==> config.mk <==
export PLATFORM = sky130hd
export DESIGN_NAME = sram_fifo_ctrl_flat
export DESIGN_NICKNAME = d
export VERILOG_FILES = /design/src/rtl/sram_fifo_ctrl_if.sv /design/src/rtl/sram_fifo_ctrl.sv /design/src/flat_wrapper.sv
export SDC_FILE = /design/constraint.sdc
export NUM_CORES = 1
export LEC_CHECK = 0
export CAP_MARGIN = 20
export CELL_PAD_IN_SITES_DETAIL_PLACEMENT = 0
export CELL_PAD_IN_SITES_GLOBAL_PLACEMENT = 1
export CORE_MARGIN = 5
export CORE_UTILIZATION = 35
export DETAILED_ROUTE_END_ITERATION = 8
export MAX_ROUTING_LAYER = met4
export PLACE_DENSITY_LB_ADDON = 0.3
export SETUP_SLACK_MARGIN = 0.3
export SLEW_MARGIN = 20
export SYNTH_ARGS = -nofsm -noshare
export SYNTH_HDL_FRONTEND = slang
export SYNTH_SLANG_ARGS = --single-unit
==> constraint.sdc <==
create_clock -name clk -period 6 [get_ports clk]
set_input_delay 0.6 -clock clk [delete_from_list [all_inputs] [get_ports clk]]
set_output_delay 0.6 -clock clk [all_outputs]
set_load 0.01 [all_outputs]
==> src/rtl/sram_fifo_ctrl_if.sv <==
// Valid/ready handshake bundle for the FIFO controller: producer side (in_*)
// and consumer side (out_*). The slave modport is the controller's view.
interface sram_fifo_ctrl_if #(
    parameter int unsigned DataWidth = 8
);
    logic                 in_valid;
    logic                 in_ready;
    logic [DataWidth-1:0] in_data;
    logic                 out_valid;
    logic                 out_ready;
    logic [DataWidth-1:0] out_data;

    modport master (
        output in_valid, in_data, out_ready,
        input  in_ready, out_valid, out_data
    );

    modport slave (
        input  in_valid, in_data, out_ready,
        output in_ready, out_valid, out_data
    );
endinterface

==> src/rtl/sram_fifo_ctrl.sv <==
// FIFO controller around a two-port SRAM bank (sync write, async read) with a
// registered output stage; capacity is the bank depth plus one output word.
module sram_fifo_ctrl #(
    parameter int unsigned DataWidth     = 8,
    parameter int unsigned AddrDepthBits = 5
) (
    input  logic                     clk,
    input  logic                     rst_n,
    sram_fifo_ctrl_if.slave          bus,
    output logic [AddrDepthBits:0]   level_o,
    output logic                     mem_write_enable_o,
    output logic [AddrDepthBits-1:0] mem_write_address_o,
    output logic [DataWidth-1:0]     mem_write_data_o,
    output logic [AddrDepthBits-1:0] mem_read_address_o,
    input  logic [DataWidth-1:0]     mem_read_data_i
);

    // Pointers carry one extra wrap bit to tell full from empty.
    logic [AddrDepthBits:0] wr_ptr_q, wr_ptr_d;
    logic [AddrDepthBits:0] rd_ptr_q, rd_ptr_d;
    logic                   out_valid_q, out_valid_d;
    logic [DataWidth-1:0]   out_data_q, out_data_d;

    logic mem_empty;
    logic mem_full;
    logic push;
    logic load;

    always_comb begin
        mem_empty = (wr_ptr_q == rd_ptr_q);
        mem_full  = (wr_ptr_q[AddrDepthBits] != rd_ptr_q[AddrDepthBits]) &&
                    (wr_ptr_q[AddrDepthBits-1:0] == rd_ptr_q[AddrDepthBits-1:0]);
        push      = bus.in_valid && !mem_full;
        // A load never coincides with a write to the same address: that only
        // happens when the bank is empty, which blocks the load.
        load      = !mem_empty && (!out_valid_q || bus.out_ready);
    end

    always_comb begin
        wr_ptr_d    = push ? wr_ptr_q + 1'b1 : wr_ptr_q;
        rd_ptr_d    = load ? rd_ptr_q + 1'b1 : rd_ptr_q;
        out_valid_d = out_valid_q;
        out_data_d  = out_data_q;
        if (load) begin
            out_valid_d = 1'b1;
            out_data_d  = mem_read_data_i;
        end else if (bus.out_ready) begin
            out_valid_d = 1'b0;
        end
    end

    always_ff @(posedge clk or negedge rst_n) begin
        if (!rst_n) begin
            wr_ptr_q    <= '0;
            rd_ptr_q    <= '0;
            out_valid_q <= 1'b0;
            out_data_q  <= '0;
        end else begin
            wr_ptr_q    <= wr_ptr_d;
            rd_ptr_q    <= rd_ptr_d;
            out_valid_q <= out_valid_d;
            out_data_q  <= out_data_d;
        end
    end

    assign bus.in_ready        = !mem_full;
    assign bus.out_valid       = out_valid_q;
    assign bus.out_data        = out_data_q;
    assign mem_write_enable_o  = push;
    assign mem_write_address_o = wr_ptr_q[AddrDepthBits-1:0];
    assign mem_write_data_o    = bus.in_data;
    assign mem_read_address_o  = rd_ptr_q[AddrDepthBits-1:0];
    assign level_o             = (wr_ptr_q - rd_ptr_q) + {{AddrDepthBits{1'b0}}, out_valid_q};

endmodule

==> src/flat_wrapper.sv <==
// flat-port wrapper written by rule: the top's interface ports become plain ports
module sram_fifo_ctrl_flat 
#(
    parameter int unsigned DataWidth     = 8,
    parameter int unsigned AddrDepthBits = 5
)
  (clk, rst_n, level_o, mem_write_enable_o, mem_write_address_o, mem_write_data_o, mem_read_address_o, mem_read_data_i, bus_in_valid, bus_in_data, bus_out_ready, bus_in_ready, bus_out_valid, bus_out_data);
  sram_fifo_ctrl_if #(.DataWidth(DataWidth)) bus_i ();
  input  logic clk;
  input  logic rst_n;
  output logic [AddrDepthBits:0] level_o;
  output logic mem_write_enable_o;
  output logic [AddrDepthBits-1:0] mem_write_address_o;
  output logic [DataWidth-1:0] mem_write_data_o;
  output logic [AddrDepthBits-1:0] mem_read_address_o;
  input  logic [DataWidth-1:0] mem_read_data_i;
  input wire logic [$bits(bus_i.in_valid)-1:0] bus_in_valid;
  input wire logic [$bits(bus_i.in_data)-1:0] bus_in_data;
  input wire logic [$bits(bus_i.out_ready)-1:0] bus_out_ready;
  output wire logic [$bits(bus_i.in_ready)-1:0] bus_in_ready;
  output wire logic [$bits(bus_i.out_valid)-1:0] bus_out_valid;
  output wire logic [$bits(bus_i.out_data)-1:0] bus_out_data;
  assign bus_i.in_valid = bus_in_valid;
  assign bus_i.in_data = bus_in_data;
  assign bus_i.out_ready = bus_out_ready;
  assign bus_in_ready = bus_i.in_ready;
  assign bus_out_valid = bus_i.out_valid;
  assign bus_out_data = bus_i.out_data;
  sram_fifo_ctrl #(.DataWidth(DataWidth), .AddrDepthBits(AddrDepthBits)) u_core (.clk(clk), .rst_n(rst_n), .bus(bus_i), .level_o(level_o), .mem_write_enable_o(mem_write_enable_o), .mem_write_address_o(mem_write_address_o), .mem_write_data_o(mem_write_data_o), .mem_read_address_o(mem_read_address_o), .mem_read_data_i(mem_read_data_i));
endmodule
==> results by group <==
Placement
  • Detailed placer's ending HPWL: 2.08 mm
  • Placed standard-cell area: 1660 um^2
  • Placed Instances: 193
  • RePlAce Congestion: 0.834
  • PortBufs: 38

Worst setup path
  • R2r setup slk: 3.99 ns
  • Worst flop-to-flop path startpoint: u_core.rd_ptr_q[2]
  • Reg2reg end: u_core.bus.out_data[7]
  • Largest delay contributor family on the critical path: adder cells
  • CP max FO: 7
  • Crit. End Element: primary output
  • CP most frequent cell: inv_1
  • Worst stage delay on the critical path: 0.55 ns
  • Worst path bufs/invs: 4
  • Worst Path Required: 5.40 ns
  • Crit path max-delay cell type: clkdlybuf4s50_1
  • Crit path DAT: 2.72 ns
  • Critical path launch point type: flip-flop
  • CP Class: flip-flop to primary output
  • Crit path cell chain: ha_1 -> inv_1 -> ha_1 -> inv_1 -> fa_1 -> inv_1 -> a21o_1 -> a21oi_1 -> xnor2_1 -> clkdlybuf4s50_1
  • Reg2Reg Depth: 5
  • WP depth: 10

Synthesis
  • Synth top area share: 38.6%
  • Area leader, netlist: dfrtp_1
  • Synth Register Bits: 21
  • Netlist cell types: 29
  • Register area share after synthesis: 38.6%
  • Number of synthesized flops with an enable pin: 0
  • Mapped cell area: 1360 um^2
  • Syn nets: 159
  • Synthesized area per cell: 10.8 um^2
  • Top_reg_cell synth: dfrtp_1
  • Synth warn: 0
  • Post-synthesis cell count: 126
  • Top post-synthesis cells by area: dfrtp_1, ha_1, buf_4
  • Top cells by count, synth: dfrtp_1, buf_4, ha_1, inv_1, xnor2_1
  • Leading cell type by number of instances after synthesis: dfrtp_1
  • Ys async rst share: 100%

CTS
  • Clock-pin slew on the worst setup and hold paths: 0.08 ns
  • Max clock buf depth: 2
  • TritonCTS Buffers: 3
  • Clk_lat worst skew: 0.26 ns
  • Cts repair resizes: 0
  • H-tree Lvls: 1
  • Root Buffer: clkbuf_8
  • CTS tree: yes
  • # hold bufs at CTS: 0
  • CTS Sinks: 21
  • Post-CTS Setup Bufs: 0

Power and ir drop
  • Worst vdd ir: 0.334 mV
  • Int Power: 694 uW
  • Net Sw Frac: 39.4%
  • Part of the power in registers: 22.9%
  • NetSw: 451 uW
  • Clk pwr share: 8.0%
  • Power density over the cells: 673 nW/um^2
  • Leak pwr: 0.000745 uW
  • Comb pwr share: 69.1%
  • Pwr Total: 1140 uW

Route
  • Vias: 906
  • DRC violations left: 0
  • Via density: 4.60
  • Final WL: 2.59 mm
  • Avg WL per Cell: 13.1 um
  • Routed Antenna Nets: 0
  • Starting DRT DRC Count: 17
  • Pre-Repair DR Iteration Count: 4

Run status
  • Status: completed

Layout
  • Fill count: 363
  • Nets: 183
  • Layout cells sized above 1: 12.1%
  • Util after Layout: 45.8%
  • Finished Cell Area: 1700 um^2
  • Post-Layout Cell Count: 197
  • Area grow syn2layout: 24.9%
  • Number of diodes: 0

STA
  • Final setup viols: 0
  • Slew Limit Fails: 0
  • Least-Margin Pin Slew: 0.943 ns
  • Unrepaired setup endpoints after global routing: no
  • Clk_skew: 0.00552 ns
  • Final hold vios: 0
  • Post-route clock period utilization: 55.4%
  • Highest clock rate: 0.301 GHz
  • Fin Setup TNS: 0 ns
  • Max-slew headroom: 36.9%
  • Min Tclk post-route: 3.32 ns

Worst hold path
  • Cell depth of the worst hold path: 1
  • Hold EP: u_core.rd_ptr_q[4]
  • Hold Path Class: flip-flop to flip-flop
  • HP Start: u_core.rd_ptr_q[4]

Flow run
  • Max-cap violations: 0

GRT
  • Total GRT Usage: 10.6%
  • GR Overflow Total: 0
  • Initial antenna violation count: 0
  • Number of global-route vias before repair: 971
  • Largest net degree at the start of global routing: 22
  • First-pass GRT wire length: 4.33 mm

Die
  • Core area: 3720 um^2
  • # rows: 22
  • Initial Utilization: 36.6%
  • Die area: 5240 um^2
  • Die Wd: 72.4 um
  • Top-level I/O count: 55
  • Die Height: 72.4 um
-- power groups by stage --
stage               Sequential (uW)  Clock, uW  Combinational [uW]
floorplan                       253          0                 502
global route                    274        101                 867
global placement                263          0                 798
CTS                             264       95.2                 807
detailed placement              266          0                 803
finish                          262       91.9                 791
-- layout by cell type (no fill, tap or decap) --
| cell | Yosys | routed |
|---|---|---|
| a311oi_1 | 1 | 1 |
| xnor2_2 | 1 | 1 |
| dfrtp_1 | 21 | 21 |
| nand4_1 | 4 | 4 |
| clkdlybuf4s50_1 | 0 | 38 |
| nor4_1 | 1 | 1 |
| and3_2 | 1 | 1 |
| xnor2_1 | 11 | 11 |
| and4_1 | 1 | 1 |
| a31oi_4 | 1 | 1 |
| nor2_1 | 5 | 5 |
| ha_1 | 12 | 12 |
| nand3_1 | 2 | 2 |
| or3_1 | 1 | 1 |
| nand2_2 | 1 | 1 |
| mux2_4 | 1 | 1 |
| a21o_1 | 1 | 1 |
| xor2_1 | 4 | 4 |
| clkbuf_8 | 0 | 3 |
| mux2_2 | 9 | 9 |
| fa_1 | 1 | 1 |
| inv_2 | 1 | 1 |
| nor2b_1 | 3 | 3 |
| a31oi_1 | 1 | 1 |
| a21oi_1 | 5 | 5 |
| mux2i_1 | 1 | 1 |
| clkbuf_1 | 0 | 1 |
| o21ai_0 | 1 | 1 |
| nand2_1 | 4 | 4 |
| inv_1 | 12 | 12 |
-- per-layer routing --
layer / vias up / routed length, um / GRT usage (%)
li1: 450 / - / -
met1: 433 / 1170 / 12.3
met2: 21 / 1250 / 18.0
met3: 2 / 159 / 2.91
met4: 0 / 11 / 2.71
met5: - / 0 / -
-- registers in the layout (all words and copies together), names as in the netlist --
name / cells
u_core.bus.out_data: 8
u_core.rd_ptr_q: 6
u_core.wr_ptr_q: 6
u_core.bus.out_valid: 1
-- final cells by class --
class | count | area [um^2] | area share [%]
Clock buffer | 4 | 45.0 | 2.65
Inverter | 13 | 48.8 | 2.87
Multi-Input combinational cell | 73 | 641 | 37.7
Sequential cell | 21 | 526 | 30.9
Tap cell | 48 | 60.1 | 3.53
Timing Repair Buffer | 38 | 380 | 22.4
-- how the worst max path moves through the flow --
stage,startpoint,endpoint,slack [ns]
after floorplan,u_core.rd_ptr_q[0],level_o[4],3.51
after global placement,u_core.rd_ptr_q[0],level_o[4],2.99
after detailed placement,u_core.rd_ptr_q[0],level_o[4],2.97
after CTS,u_core.rd_ptr_q[0],level_o[4],2.65
after global routing,u_core.rd_ptr_q[0],level_o[4],2.53
final,u_core.rd_ptr_q[0],level_o[4],2.68
-- metrics by stage --
step                setup WS (ns)  hold slack [ns]
floorplan                    3.51            0.304
global placement             2.99            0.489
detailed placement           2.97            0.495
CTS                          2.65            0.510
global route                 2.53            0.524
finish                       2.68            0.497
-- logic make-up after synthesis --
family | Yosys count | synth area share (%)
xor gates and xnor gates | 16 | 10.8
DFF | 21 | 38.6
and+or+nand+nor | 23 | 9.01
AOI/OAI and AO/OA | 10 | 5.42
muxes | 11 | 9.28
buffers and inverters | 32 | 14.3
adders and majority gates | 13 | 12.5
(Power assumes the default switching activity.)
